$ cat config.mk
export PLATFORM = sky130hd
export DESIGN_NAME = spi_rd_sched_flat
export DESIGN_NICKNAME = d
export VERILOG_FILES = /design/src/rtl/spi_rd_sched_if.sv /design/src/rtl/spi_rd_sched.sv /design/src/flat_wrapper.sv
export SDC_FILE = /design/constraint.sdc
export NUM_CORES = 1
export LEC_CHECK = 0
export ABC_AREA = 1
export CAP_MARGIN = 10
export CORE_ASPECT_RATIO = 1.5
export CORE_MARGIN = 2
export CORE_UTILIZATION = 43
export CTS_CLUSTER_DIAMETER = 100
export DETAILED_ROUTE_END_ITERATION = 10
export PLACE_DENSITY = 0.76
export RECOVER_POWER = 50
export SLEW_MARGIN = 25
export SYNTH_ARGS = -nofsm -noshare
export SYNTH_HDL_FRONTEND = slang
export SYNTH_SLANG_ARGS = --single-unit
$ cat constraint.sdc
create_clock -name clk -period 1.48 [get_ports clk]
set_input_delay 0.37 -clock clk [delete_from_list [all_inputs] [get_ports clk]]
set_output_delay 0.37 -clock clk [all_outputs]
set_load 0.01 [all_outputs]
$ cat src/rtl/spi_rd_sched_if.sv
// spi_rd_sched_if: requester, response and SPI read-engine signals of spi_rd_sched
interface spi_rd_sched_if #(parameter int DIV_W = 8);
  logic             req0_valid;
  logic [DIV_W-1:0] req0_div;
  logic             req0_ready;
  logic             rsp0_valid;
  logic [7:0]       rsp0_data;
  logic             rsp0_err;
  logic             req1_valid;
  logic [DIV_W-1:0] req1_div;
  logic             req1_ready;
  logic             rsp1_valid;
  logic [7:0]       rsp1_data;
  logic             rsp1_err;
  logic [DIV_W-1:0] sclk_divider;
  logic             rd_en;
  logic             rd_done;
  logic [7:0]       rd_data;
  logic             busy;
  modport master (
    output req0_valid, req0_div, req1_valid, req1_div, rd_done, rd_data,
    input  req0_ready, rsp0_valid, rsp0_data, rsp0_err,
           req1_ready, rsp1_valid, rsp1_data, rsp1_err, sclk_divider, rd_en, busy
  );
  modport slave (
    input  req0_valid, req0_div, req1_valid, req1_div, rd_done, rd_data,
    output req0_ready, rsp0_valid, rsp0_data, rsp0_err,
           req1_ready, rsp1_valid, rsp1_data, rsp1_err, sclk_divider, rd_en, busy
  );
endinterface

$ cat src/rtl/spi_rd_sched.sv
// spi_rd_sched: round-robin scheduler of two read requesters onto one SPI read engine
module spi_rd_sched #(
  parameter int               DIV_W       = 8,
  parameter logic [DIV_W-1:0] DIV_DEFAULT = DIV_W'(4),
  parameter int               TIMEOUT_CYC = 1024
) (
  input logic           clk,
  input logic           rst,
  spi_rd_sched_if.slave bus
);
  localparam int CNT_W = $clog2(TIMEOUT_CYC) > 0 ? $clog2(TIMEOUT_CYC) : 1;
  typedef enum logic [1:0] {IDLE, ISSUE, WAIT, RESP} state_t;
  state_t           state;
  logic             owner;
  logic             last;
  logic             grant1;
  logic             finish;
  logic [CNT_W-1:0] cnt;
  logic [DIV_W-1:0] div_sel;
  logic [7:0]       cap_data;
  // requester 1 wins when alone or when requester 0 was served last
  assign grant1         = bus.req1_valid & (~bus.req0_valid | ~last);
  assign bus.req0_ready = (state == IDLE) & bus.req0_valid & ~grant1;
  assign bus.req1_ready = (state == IDLE) & grant1;
  assign bus.busy       = state != IDLE;
  assign div_sel        = grant1 ? bus.req1_div : bus.req0_div;
  assign finish         = bus.rd_done | (cnt == CNT_W'(TIMEOUT_CYC - 1));
  assign cap_data       = bus.rd_done ? bus.rd_data : 8'h00;
  always_ff @(posedge clk) begin
    if (rst) begin
      state            <= IDLE;
      owner            <= 1'b0;
      last             <= 1'b1;
      cnt              <= '0;
      bus.rd_en        <= 1'b0;
      bus.sclk_divider <= DIV_DEFAULT;
      bus.rsp0_valid   <= 1'b0;
      bus.rsp0_data    <= 8'h00;
      bus.rsp0_err     <= 1'b0;
      bus.rsp1_valid   <= 1'b0;
      bus.rsp1_data    <= 8'h00;
      bus.rsp1_err     <= 1'b0;
    end else begin
      bus.rd_en      <= 1'b0;
      bus.rsp0_valid <= 1'b0;
      bus.rsp1_valid <= 1'b0;
      case (state)
        IDLE: if (bus.req0_ready | bus.req1_ready) begin
          owner            <= grant1;
          bus.sclk_divider <= (div_sel == '0) ? DIV_DEFAULT : div_sel;
          bus.rd_en        <= 1'b1;
          state            <= ISSUE;
        end
        ISSUE: begin
          cnt   <= '0;
          state <= WAIT;
        end
        WAIT: if (finish) begin
          if (owner) begin
            bus.rsp1_valid <= 1'b1;
            bus.rsp1_data  <= cap_data;
            bus.rsp1_err   <= ~bus.rd_done;
          end else begin
            bus.rsp0_valid <= 1'b1;
            bus.rsp0_data  <= cap_data;
            bus.rsp0_err   <= ~bus.rd_done;
          end
          state <= RESP;
        end else begin
          cnt <= cnt + CNT_W'(1);
        end
        RESP: begin
          last  <= owner;
          state <= IDLE;
        end
      endcase
    end
  end
endmodule

$ cat src/flat_wrapper.sv
// flat-port wrapper written by rule: the top's interface ports become plain ports
module spi_rd_sched_flat 
#(
  parameter int               DIV_W       = 8,
  parameter logic [DIV_W-1:0] DIV_DEFAULT = DIV_W'(4),
  parameter int               TIMEOUT_CYC = 1024
)
  (clk, rst, bus_req0_valid, bus_req0_div, bus_req1_valid, bus_req1_div, bus_rd_done, bus_rd_data, bus_req0_ready, bus_rsp0_valid, bus_rsp0_data, bus_rsp0_err, bus_req1_ready, bus_rsp1_valid, bus_rsp1_data, bus_rsp1_err, bus_sclk_divider, bus_rd_en, bus_busy);
  spi_rd_sched_if #(.DIV_W(DIV_W)) bus_i ();
  input logic clk;
  input logic rst;
  input wire logic [$bits(bus_i.req0_valid)-1:0] bus_req0_valid;
  input wire logic [$bits(bus_i.req0_div)-1:0] bus_req0_div;
  input wire logic [$bits(bus_i.req1_valid)-1:0] bus_req1_valid;
  input wire logic [$bits(bus_i.req1_div)-1:0] bus_req1_div;
  input wire logic [$bits(bus_i.rd_done)-1:0] bus_rd_done;
  input wire logic [$bits(bus_i.rd_data)-1:0] bus_rd_data;
  output wire logic [$bits(bus_i.req0_ready)-1:0] bus_req0_ready;
  output wire logic [$bits(bus_i.rsp0_valid)-1:0] bus_rsp0_valid;
  output wire logic [$bits(bus_i.rsp0_data)-1:0] bus_rsp0_data;
  output wire logic [$bits(bus_i.rsp0_err)-1:0] bus_rsp0_err;
  output wire logic [$bits(bus_i.req1_ready)-1:0] bus_req1_ready;
  output wire logic [$bits(bus_i.rsp1_valid)-1:0] bus_rsp1_valid;
  output wire logic [$bits(bus_i.rsp1_data)-1:0] bus_rsp1_data;
  output wire logic [$bits(bus_i.rsp1_err)-1:0] bus_rsp1_err;
  output wire logic [$bits(bus_i.sclk_divider)-1:0] bus_sclk_divider;
  output wire logic [$bits(bus_i.rd_en)-1:0] bus_rd_en;
  output wire logic [$bits(bus_i.busy)-1:0] bus_busy;
  assign bus_i.req0_valid = bus_req0_valid;
  assign bus_i.req0_div = bus_req0_div;
  assign bus_i.req1_valid = bus_req1_valid;
  assign bus_i.req1_div = bus_req1_div;
  assign bus_i.rd_done = bus_rd_done;
  assign bus_i.rd_data = bus_rd_data;
  assign bus_req0_ready = bus_i.req0_ready;
  assign bus_rsp0_valid = bus_i.rsp0_valid;
  assign bus_rsp0_data = bus_i.rsp0_data;
  assign bus_rsp0_err = bus_i.rsp0_err;
  assign bus_req1_ready = bus_i.req1_ready;
  assign bus_rsp1_valid = bus_i.rsp1_valid;
  assign bus_rsp1_data = bus_i.rsp1_data;
  assign bus_rsp1_err = bus_i.rsp1_err;
  assign bus_sclk_divider = bus_i.sclk_divider;
  assign bus_rd_en = bus_i.rd_en;
  assign bus_busy = bus_i.busy;
  spi_rd_sched #(.DIV_W(DIV_W), .DIV_DEFAULT(DIV_DEFAULT), .TIMEOUT_CYC(TIMEOUT_CYC)) u_core (.clk(clk), .rst(rst), .bus(bus_i));
endmodule
==> reports/metrics.cfg <==
[timing]
max_freq_ghz=0.664
period_share=1.02
setup_ws_ps=-25.5
slew_viol_final=0
fin_skew_ps=5.09
finalSetupViolations=2
hold_viol=0
fin_crit_ps=1510
rsz0062_at_grt=yes
relSlewSlack=0.843
worstMarginPinSlew_ps=234

[grt]
grt_antenna_before_repair=0
met3_usage=0.0484
grt_remaining_overflow=0
grt_util_met2=0.402
grt_pass1_vias=2278
grt_first_pass_wirelength_um=9690
grt_max_degree=24
grt_use_met1=0.244
grt_util_all_layers=0.221
busiest_layer=met2

[worst_setup_path]
path_cells=inv_2 > ha_4 > nand2_4 > nor2_1 > buf_2
startpoint_type=register
slowest_stage=dfxtp_2
cp.arrival_ps=1140
cp.required_ps=1110
end_kind=output pin
critical_path_class=reg2out
cpPeakStageDelay_ps=330
crit_fanout=4

[die]
die_h_um=91.1
die_w_um=62.1
die_area_um2=5660
num_io_pins=61
start_util=0.449
num_rows=31
core_area_um2=4850

[synthesis]
netlist_instances=324
ys_seq_area_frac=0.396
synthSimpleGateAreaFrac=0.346
ys_warn_count=0
synth_top_area_frac=0.396
synth_xor_area_frac=0.00403
synth_fa_ha_area_frac=0.0288
muxShareOfSynthArea=0
synth_top_area_cell=dfxtp_1
syn_area_per_cell_um2=6.72
synth_area_um2=2180
synth_seq_cells=43
synth_compound_area_frac=0.108
synth_cell_types=23
postSynthNetCount=358
synth.area.top_cells=dfxtp_1 (40%), nand2_1 (14%), inv_1 (8.1%)
synth_top_family_by_area=simple AND/OR/NAND/NOR gates

[drt]
drt-initial-drc-count=105
wire_per_inst_um=12.2
ant_nets=0
via_per_inst=4.83
drcViolationCount=0
drt-pass1-iter-count=4
drt_wl_total_um=5900
vias=2336

[power_and_ir_drop]
leakagePower_uw=0.00159
vdd_ir_drop_max_v=0.000999
finalPower_uw=4140
power_per_cell_area_nw_per_um2=1260

[outcome]
outcome=complete, but fails checks
violations=setup timing

[layout]
area_growth_pct=51.4
finalNonFillerCells=484
nFillCells=411
register_area_um2=866
mostFrequentLayoutCells=nand2_1 (74), inv_1 (41), nor2_1 (41)
fin_util=0.679
postLayoutCellArea_um2=3290
final_common_cell=nand2_1
n_antenna_cell=0
layout.nets=452
multiInputGateArea_um2=1190
drive_gt1_frac=0.215

[clock_network]
ctsHoldBuffers=0
clock_sinks=43
clkLatencyLatePin_ps=290
clk_pin_slew_ps=80
tritoncts=built
cts_htree_levels=2
cts_buffers=5
clockBufferDepth=2
root_buffer=clkbuf_8

[job]
maxCapViolCount=0

[placed_design]
hpwl_um=4230
port_buffers=60
post-place-ws_ps=-550
placed_cell_area_um2=3060
placedCellCount=469
globalplace.congestion=0.904

[min_path]
hold_class=reg2reg

-- registers in the layout, indices dropped and copies added, names as in the netlist --
signal / cells
u_core.bus.rsp1_valid: 1
u_core.bus.rsp1_err: 1
u_core.cnt: 10
u_core.last: 1
u_core.owner: 1
u_core.bus.rsp1_data: 8
u_core.bus.rsp0_err: 1
u_core.bus.rd_en: 1
u_core.bus.rsp0_valid: 1
u_core.state: 2
u_core.bus.rsp0_data: 8
u_core.bus.sclk_divider: 8
-- through the flow --
step / setup TNS (ps) / hold slack [ps]
6_report: -36.0 / 469
5_1_grt: -765 / 491
4_1_cts: -94.0 / 473
3_5_place_dp: -8850 / 460
3_3_place_gp: -7680 / 452
2_1_floorplan: 0 / 441
-- critical path: cells and delay by family (launching register included) --
family        cells  cell delay [ps]
flops             1              330
buf+inv           2              210
fa+ha+maj         1              180
simple gates      2              130
-- synthesized netlist by cell type --
library cell,count
nand2_1,79
inv_1,47
nor2_1,45
dfxtp_1,43
a21oi_1,25
o21ai_0,19
nand3_1,17
nand4_1,11
nand2_2,7
ha_1,5
buf_1,4
buf_4,3
clkbuf_1,3
nor3_1,3
buf_2,2
buf_6,2
nand2_4,2
nand3_4,2
a31oi_1,1
nand3_2,1
nor2_2,1
o21bai_1,1
xor2_1,1
-- power by group --
group          leakage (µW)  internal [µW]  switching [µW]
Clock             0.0000470            367             391
Combinational       0.00120            918            1060
Sequential         0.000352           1320            80.0
Total               0.00159           2610            1530
-- cell type report --
class,instances,share of cell area
inverters,47,0.0536
repair buffers,99,0.270
well taps,66,0.0251
multi-input cells,222,0.362
flip-flops and latches,43,0.263
clock buffers,6,0.0251
clock inverters,1,0.00152
-- logic make-up after synthesis --
logic type                 Yosys count
AOI/OAI and AO/OA                   46
DFF                                 43
adders and majority gates            5
and+or+nand+nor                    168
xor gates and xnor gates             1
buffers and inverters               61
-- final timing paths --
| path | startpoint | endpoint | slack (ps) | depth (start not counted) |
|---|---|---|---|---|
| min | u_core.bus.rsp1_data[5]$_SDFFE_PP0P_ | u_core.bus.rsp1_data[5]$_SDFFE_PP0P_ | 470 | 2 |
| min reg2reg | u_core.bus.rsp1_data[5]$_SDFFE_PP0P_ | u_core.bus.rsp1_data[5]$_SDFFE_PP0P_ | 470 | 2 |
| max reg2reg | u_core.cnt[0]$_SDFFE_PP0P_ | u_core.bus.rsp1_data[4]$_SDFFE_PP0P_ | 0 | 9 |
| max | u_core.state[1]$_SDFFE_PP0P_ | bus_req0_ready | -30 | 5 |
-- repair_timing --
action,CTS,global route
setup buffers,3,3
cloned,2,1
endpoints found under the setup margin,60,41
resized for setup,60,31
endpoints found under the hold margin,0,0
pin swaps,12,8
-- metal layers --
layer	share of wire	vias to the layer above
met1	0.39	1082
met2	0.56	43
li1	-	1202
met5	0	-
met3	0.034	9
met4	0.017	0
No activity file was read; power rests on OpenSTA's default activity.
